<file path="src/rtl/seg_unscan.sv">
// seg_unscan: samples a scanned 6-digit 7-segment bus and publishes decoded, coherent frames.
// Build option SEG_UNSCAN_SYNC_EN adds a 2-flop synchronizer ahead of the input register.
module seg_unscan #(
    parameter int          STABLE_CYC  = 16,
    parameter logic [31:0] TIMEOUT_CYC = 32'd5_000_000
) (
    input  logic        clk,
    input  logic        rst_n,
    input  logic [5:0]  seg_sel,
    input  logic [7:0]  seg_data,
    output logic [23:0] digit_val,
    output logic [5:0]  digit_dp,
    output logic [5:0]  digit_err,
    output logic        frame_valid,
    output logic        sel_err,
    output logic        stall
);
    localparam int            DW        = $clog2(STABLE_CYC + 1);
    localparam logic [DW-1:0] DWELL_MAX = DW'(STABLE_CYC);
    localparam logic [DW-1:0] DWELL_CAP = DW'(STABLE_CYC - 1);

    logic [5:0]    sel_in;
    logic [7:0]    data_in;
    logic [5:0]    sel_q;
    logic [7:0]    data_q;
    logic [5:0]    sel_prev;
    logic [DW-1:0] dwell;
    logic [5:0]    mask;
    logic [7:0]    pattern [6];
    logic [31:0]   tmo_cnt;
    logic          capture;
    logic          store;
    logic          illegal;
    logic          complete;
    logic [23:0]   dec_val;
    logic [5:0]    dec_dp;
    logic [5:0]    dec_err;

`ifdef SEG_UNSCAN_SYNC_EN
    logic [5:0] sel_s1, sel_s2;
    logic [7:0] data_s1, data_s2;

    always_ff @(posedge clk or negedge rst_n) begin
        if (!rst_n) begin
            sel_s1  <= 6'h3F;
            sel_s2  <= 6'h3F;
            data_s1 <= 8'h00;
            data_s2 <= 8'h00;
        end else begin
            sel_s1  <= seg_sel;
            sel_s2  <= sel_s1;
            data_s1 <= seg_data;
            data_s2 <= data_s1;
        end
    end

    assign sel_in  = sel_s2;
    assign data_in = data_s2;
`else
    assign sel_in  = seg_sel;
    assign data_in = seg_data;
`endif

    // Input register resets to the idle (nothing selected) code so the first real select counts as a change.
    always_ff @(posedge clk or negedge rst_n) begin
        if (!rst_n) begin
            sel_q    <= 6'h3F;
            data_q   <= 8'h00;
            sel_prev <= 6'h3F;
            dwell    <= '0;
        end else begin
            sel_q    <= sel_in;
            data_q   <= data_in;
            sel_prev <= sel_q;
            if (sel_q != sel_prev)
                dwell <= '0;
            else if (dwell != DWELL_MAX)
                dwell <= dwell + DW'(1);
        end
    end

    assign capture  = (sel_q == sel_prev) && (dwell == DWELL_CAP);
    assign store    = capture && $onehot(~sel_q);
    assign illegal  = capture && !$onehot(~sel_q);
    assign complete = (mask == 6'h3F);

    // Clear-then-set ordering lets a capture in the completion cycle seed the next frame.
    always_ff @(posedge clk or negedge rst_n) begin
        if (!rst_n) begin
            for (int i = 0; i < 6; i++) pattern[i] <= 8'h00;
            mask <= 6'h00;
        end else begin
            for (int i = 0; i < 6; i++)
                if (store && !sel_q[i]) pattern[i] <= data_q;
            mask <= (complete ? 6'h00 : mask) | (store ? ~sel_q : 6'h00);
        end
    end

    function automatic logic [4:0] decode(input logic [6:0] seg);
        case (seg)
            7'h40:   decode = 5'h00;
            7'h79:   decode = 5'h01;
            7'h24:   decode = 5'h02;
            7'h30:   decode = 5'h03;
            7'h19:   decode = 5'h04;
            7'h12:   decode = 5'h05;
            7'h02:   decode = 5'h06;
            7'h78:   decode = 5'h07;
            7'h00:   decode = 5'h08;
            7'h10:   decode = 5'h09;
            7'h08:   decode = 5'h0A;
            7'h03:   decode = 5'h0B;
            7'h46:   decode = 5'h0C;
            7'h21:   decode = 5'h0D;
            7'h06:   decode = 5'h0E;
            7'h0E:   decode = 5'h0F;
            default: decode = 5'h1F;
        endcase
    endfunction

    always_comb begin
        dec_val = '0;
        dec_dp  = '0;
        dec_err = '0;
        for (int i = 0; i < 6; i++) begin
            {dec_err[i], dec_val[4*i +: 4]} = decode(pattern[i][6:0]);
            dec_dp[i] = ~pattern[i][7];
        end
    end

    always_ff @(posedge clk or negedge rst_n) begin
        if (!rst_n) begin
            digit_val   <= '0;
            digit_dp    <= '0;
            digit_err   <= '0;
            frame_valid <= 1'b0;
            sel_err     <= 1'b0;
        end else begin
            frame_valid <= complete;
            sel_err     <= illegal;
            if (complete) begin
                digit_val <= dec_val;
                digit_dp  <= dec_dp;
                digit_err <= dec_err;
            end
        end
    end

    always_ff @(posedge clk or negedge rst_n) begin
        if (!rst_n) begin
            tmo_cnt <= '0;
            stall   <= 1'b0;
        end else if (complete) begin
            tmo_cnt <= '0;
            stall   <= 1'b0;
        end else if (tmo_cnt < TIMEOUT_CYC) begin
            tmo_cnt <= tmo_cnt + 32'd1;
            stall   <= ((tmo_cnt + 32'd1) >= TIMEOUT_CYC);
        end
    end
endmodule
</file>
<file path="config.mk">
export PLATFORM = sky130hd
export DESIGN_NAME = seg_unscan
export DESIGN_NICKNAME = d
export VERILOG_FILES = /design/src/rtl/seg_unscan.sv
export SDC_FILE = /design/constraint.sdc
export NUM_CORES = 1
export LEC_CHECK = 0
export BUFFER_PORTS_ARGS = -buffer_cell sky130_fd_sc_hd__buf_4
export CORE_UTILIZATION = 61
export DETAILED_ROUTE_END_ITERATION = 10
export PLACE_DENSITY = 0.8
export REMOVE_ABC_BUFFERS = 1
export SYNTH_ARGS = -nofsm -noshare
export SYNTH_HDL_FRONTEND = slang
export SYNTH_SLANG_ARGS = --single-unit
</file>
<file path="constraint.sdc">
create_clock -name clk -period 4.3 [get_ports clk]
set_input_delay 0.43 -clock clk [delete_from_list [all_inputs] [get_ports clk]]
set_output_delay 0.43 -clock clk [all_outputs]
set_load 0.005 [all_outputs]
</file>
==> run summary <==
In the routed design, unresolved DRC markers number 0. Per report_power, the clock group accounts for 49.2% of the total. The number of maximum-capacitance constraint violations is 0. The endpoint arrival time on the critical path is 3.81 ns.

The number of warning messages in the yosys log came out at 0. The netlist area before placement came out at 8513 sq um. The first-pass GRT wire length is 32310 um. In this design, the critical path's most frequently occurring cell is sky130_fd_sc_hd__fa_1. Among cell families on the critical path, the largest total delay comes from adder cells. The count of hold buffers inserted by post-cts repair is 0. The number of failing setup endpoints in the final timing report came out at 0.

The post-detailed-route wirelength per cell came out at 17.69 um. The proportion of synthesized flip-flops having asynchronous set or reset is 100.0%. The detailed router's first-iteration violation count is 582. The relative max-transition margin came out at 29.19%. The element type at the critical path start is a register.

The number of placement rows came out at 42. The area growth from synthesis to layout is 10.64%. The worst hold path belongs to the class input port to register. The total power per unit cell area came out at 316.3 nW/um^2. The number of unique standard cell types used by synthesis is 83. The detailed-routing iteration count for the pre-antenna-repair pass came out at 6. The number of buffers between clock root and the deepest sink is 2. The required time at the endpoint of the critical path is 4.61 ns. The number of antenna violations at the first check in global routing came out at 0. The flow ran to the end, and the final reports show no timing, DRC or antenna violations.

The number of pins with negative max-slew slack in the final report is 0. The cell with the biggest individual delay on the critical path is sky130_fd_sc_hd__dfstp_2. The number of standard cells after synthesis came out at 892. TritonCTS built the clock tree. In this design, the stage delay of the slowest critical-path cell is 0.58 ns. The detailed placer's ending HPWL came out at 12620 um. The global-route usage over all layers is 28.44%. The die is 120.1 um tall. After filler insertion, the fill cell instance count of the layout stands at 973. The clock-pin slew on the worst setup and hold paths is 0.06 ns. The final period utilization came out at 81.46%. In this run the static leakage power is 4.206 nW. In the final design database the tool counted 924 nets. The maximum clock frequency came out at 0.2855 GHz. The antenna cell count is 0. Setup repair after global routing left no endpoint under its margin. The sequential cell area fraction in the yosys report is 44.27%.

The number of buffers inserted by port buffering came out at 54. Measured along the x axis, the die boundary spans 120.1 um. Clock latency on the worst-skew pair, taken at its later pin, is 0.42 ns. The total number of vias came out at 6917. Post-CTS repair changed the size of 0 cells. The top-level I/O count is 55. The floorplan step defined a die boundary enclosing 14430 sq um. STA classifies the critical path endpoint as a register.

The largest area contributor in the netlist is sky130_fd_sc_hd__dfrtp_1. The final-layout setup total negative slack is 0 ns. The remaining antenna violation count after routing is 0. The hold violation count in the final report is 0. The biggest fanout along the worst timing path is 9.

In this run the mean area of a mapped cell was 9.544 sq um. In the layout the commonest cells are 138 x sky130_fd_sc_hd__dfrtp_1, 88 x sky130_fd_sc_hd__nor2_1, 71 x sky130_fd_sc_hd__nand2_1, 57 x sky130_fd_sc_hd__buf_4. Summed over all nets, the switching power comes to 658.7 uW. The critical path goes through inv_1 > fa_1 > fa_1 > ha_1 > inv_1 > fa_1 > nand4_4 > nor2_4 > mux2_2. The portion of total power attributed to combinational logic came out at 2.3%. Dividing the detail-routed via count by the number of cells gives 6.352. After synthesis, the cell types taking the most area are sky130_fd_sc_hd__dfrtp_1 41%, sky130_fd_sc_hd__mux2_2 5.8%, sky130_fd_sc_hd__nor2_1 3.9%, sky130_fd_sc_hd__dfstp_2 3.7%, sky130_fd_sc_hd__nand2_1 3.1%.

The core outline area came out at 13400 sq um. Across the VDD grid, the largest voltage drop is 335.7 uV. The maximum number of pins on one net before global-route repair came out at 121. The overall overflow remaining after global route came out at 0. Synthesis inferred 150 register bits.

The total length of routed wires is 19270 um. Yosys mapped a number of flops with a built-in enable equal to 0. The minimum period implied by the final worst setup slack came out at 3.503 ns. The ratio of cells with drive above 1 in the final layout is 18.40%. Cells fill 70.29% of the core in the end.

For the pin with the worst max-slew slack, the measured transition is 1.062 ns. The root buffer cell is sky130_fd_sc_hd__clkbuf_16. Of the total power, the share spent switching nets is 22.11%.

The type of the setup path with the least slack is register to register. The number of clock sinks is 150. The predominant post-synthesis flop cell is sky130_fd_sc_hd__dfrtp_1. Once the floorplan was initialized, standard cells occupied 63.53% of the core.

Cell internal power was estimated by the tool at 2.320 mW. The congestion estimate from routability-driven global placement came to 0.9500. The via count of the first global-routing pass came out at 6612. The post-route clock skew came out at 0.008865 ns. The library cell used most frequently in the layout, excluding fill and tap cells, is sky130_fd_sc_hd__dfrtp_1. The number of CTS-inserted buffers came out at 17. The sequential share of power came out at 48.5%. The number of buffers and inverters on the critical path came out at 2. The area share of the largest cell type after synthesis is 40.56%.

The post-CTS setup repair buffer count came out at 0. The H-tree was split into 4 levels.
worst register-to-register path, delay by kind of cell (launching register included):
family | cells | cell delay, ns
flops | 1 | 0.58
buf+inv | 2 | 0.13
mux | 1 | 0.38
fa+ha+maj | 4 | 1.71
simple gates | 2 | 0.59
flip-flops by register name (all words and copies together), names as in the netlist:
signal / flops
sel_q: 6
digit_err: 6
dwell: 5
pattern: 48
sel_prev: 6
stall: 1
frame_valid: 1
mask: 6
digit_val: 24
tmo_cnt: 32
sel_err: 1
digit_dp: 6
data_q: 8
final cells by class:
class                           instances  area [sq um]  area share (%)
Tap cell                              176         220.2           2.338
Sequential cell                       150          3769           40.01
Timing Repair Buffer                   58         439.2           4.663
Inverter                               26         97.59           1.036
Clock buffer                           21         450.4           4.782
Multi-Input combinational cell        647          4318           45.84
Clock inverter                         11         125.1           1.328
cell usage after synthesis (4+ instances only):
library cell               instances
sky130_fd_sc_hd__a21oi_1          44
sky130_fd_sc_hd__clkbuf_1         50
sky130_fd_sc_hd__o21ai_0          29
sky130_fd_sc_hd__o21a_1            4
sky130_fd_sc_hd__mux2_1            4
sky130_fd_sc_hd__nor2_1           88
sky130_fd_sc_hd__dfrtp_1         138
sky130_fd_sc_hd__a21o_1            9
sky130_fd_sc_hd__nand3_1          30
sky130_fd_sc_hd__xor2_1           29
sky130_fd_sc_hd__buf_1             6
sky130_fd_sc_hd__o31ai_1          10
sky130_fd_sc_hd__and2_1           15
sky130_fd_sc_hd__o22a_1            5
sky130_fd_sc_hd__nor3b_1           9
sky130_fd_sc_hd__nor2_4            6
sky130_fd_sc_hd__nand4_1          22
sky130_fd_sc_hd__xnor2_1          12
sky130_fd_sc_hd__a211oi_1          7
sky130_fd_sc_hd__a22oi_1           8
sky130_fd_sc_hd__a31oi_1          14
sky130_fd_sc_hd__and3_1            5
sky130_fd_sc_hd__mux2i_1           6
sky130_fd_sc_hd__nand2_1          71
sky130_fd_sc_hd__buf_2             5
sky130_fd_sc_hd__nor3_1           22
sky130_fd_sc_hd__inv_1            26
sky130_fd_sc_hd__buf_6             4
sky130_fd_sc_hd__nor4_1           18
sky130_fd_sc_hd__dfstp_2          12
sky130_fd_sc_hd__mux2_2           44
sky130_fd_sc_hd__o211ai_1          5
sky130_fd_sc_hd__o22ai_1           5
sky130_fd_sc_hd__nand4b_1          5
sky130_fd_sc_hd__nor2b_1           8
sky130_fd_sc_hd__or4_1             6
sky130_fd_sc_hd__or3_1             8
sky130_fd_sc_hd__nand2b_1         13
sky130_fd_sc_hd__nor4b_1           7
sky130_fd_sc_hd__o32a_1           10
sky130_fd_sc_hd__ha_1              5
sky130_fd_sc_hd__nand3b_1          5
through the flow:
stage | worst slack, ns | hold WS (ns) | instance area, sq um | power, mW | std cells
5_1_grt | 0.6701 | 0.09083 | 9419 | 3.070 | 1089
6_report | 0.7972 | 0.1082 | 9419 | 2.979 | 1089
4_1_cts | 0.7678 | 0.09762 | 9419 | 2.999 | 1089
2_1_floorplan | 1.049 | 0.1344 | 8184 | 1.486 | 823
3_5_place_dp | 0.7949 | 0.3951 | 8843 | 1.541 | 1057
3_3_place_gp | 0.9109 | 0.3925 | 8843 | 1.534 | 1057
routing by layer:
metal	track usage, %	up-vias	share of wire [%]
met1	36.62	3403	43
li1	-	3240	-
met5	0	-	0
met4	9.922	0	2.0
met3	5.513	40	4.6
met2	47.81	234	50
power by group through the flow:
stage	combinational, mW	sequential, mW	clock [mW]
after floorplan	0.0253	1.46	0
after global placement	0.0657	1.47	0
after detailed placement	0.0712	1.47	0
after CTS	0.0716	1.44	1.48
after global routing	0.0793	1.45	1.55
final	0.0685	1.44	1.47
final timing paths:
| kind | start | endpoint | slack (ns) | cells after the start |
|---|---|---|---|---|
| max | sel_q[0] | pattern[24] | 0.80 | 9 |
| min | seg_data[4] | data_q[4] | 0.11 | 1 |
| max reg2reg | sel_q[0] | pattern[24] | 0.80 | 9 |
| min reg2reg | sel_q[3] | sel_prev[3] | 0.40 | 0 |
| max in group asynchronous | rst_n | sel_prev[5] | 3.07 | 2 |
| min in group asynchronous | rst_n | tmo_cnt[26] | 0.18 | 1 |
kinds of logic after synthesis:
family	share of synthesized area, %
DFF	44.27
buffers and inverters	5.012
adders and majority gates	1.440
xor gates and xnor gates	4.218
muxes	7.055
AOI/OAI and AO/OA	14.61
and+or+nand+nor	23.40
No activity file was read; power rests on OpenSTA's default activity.
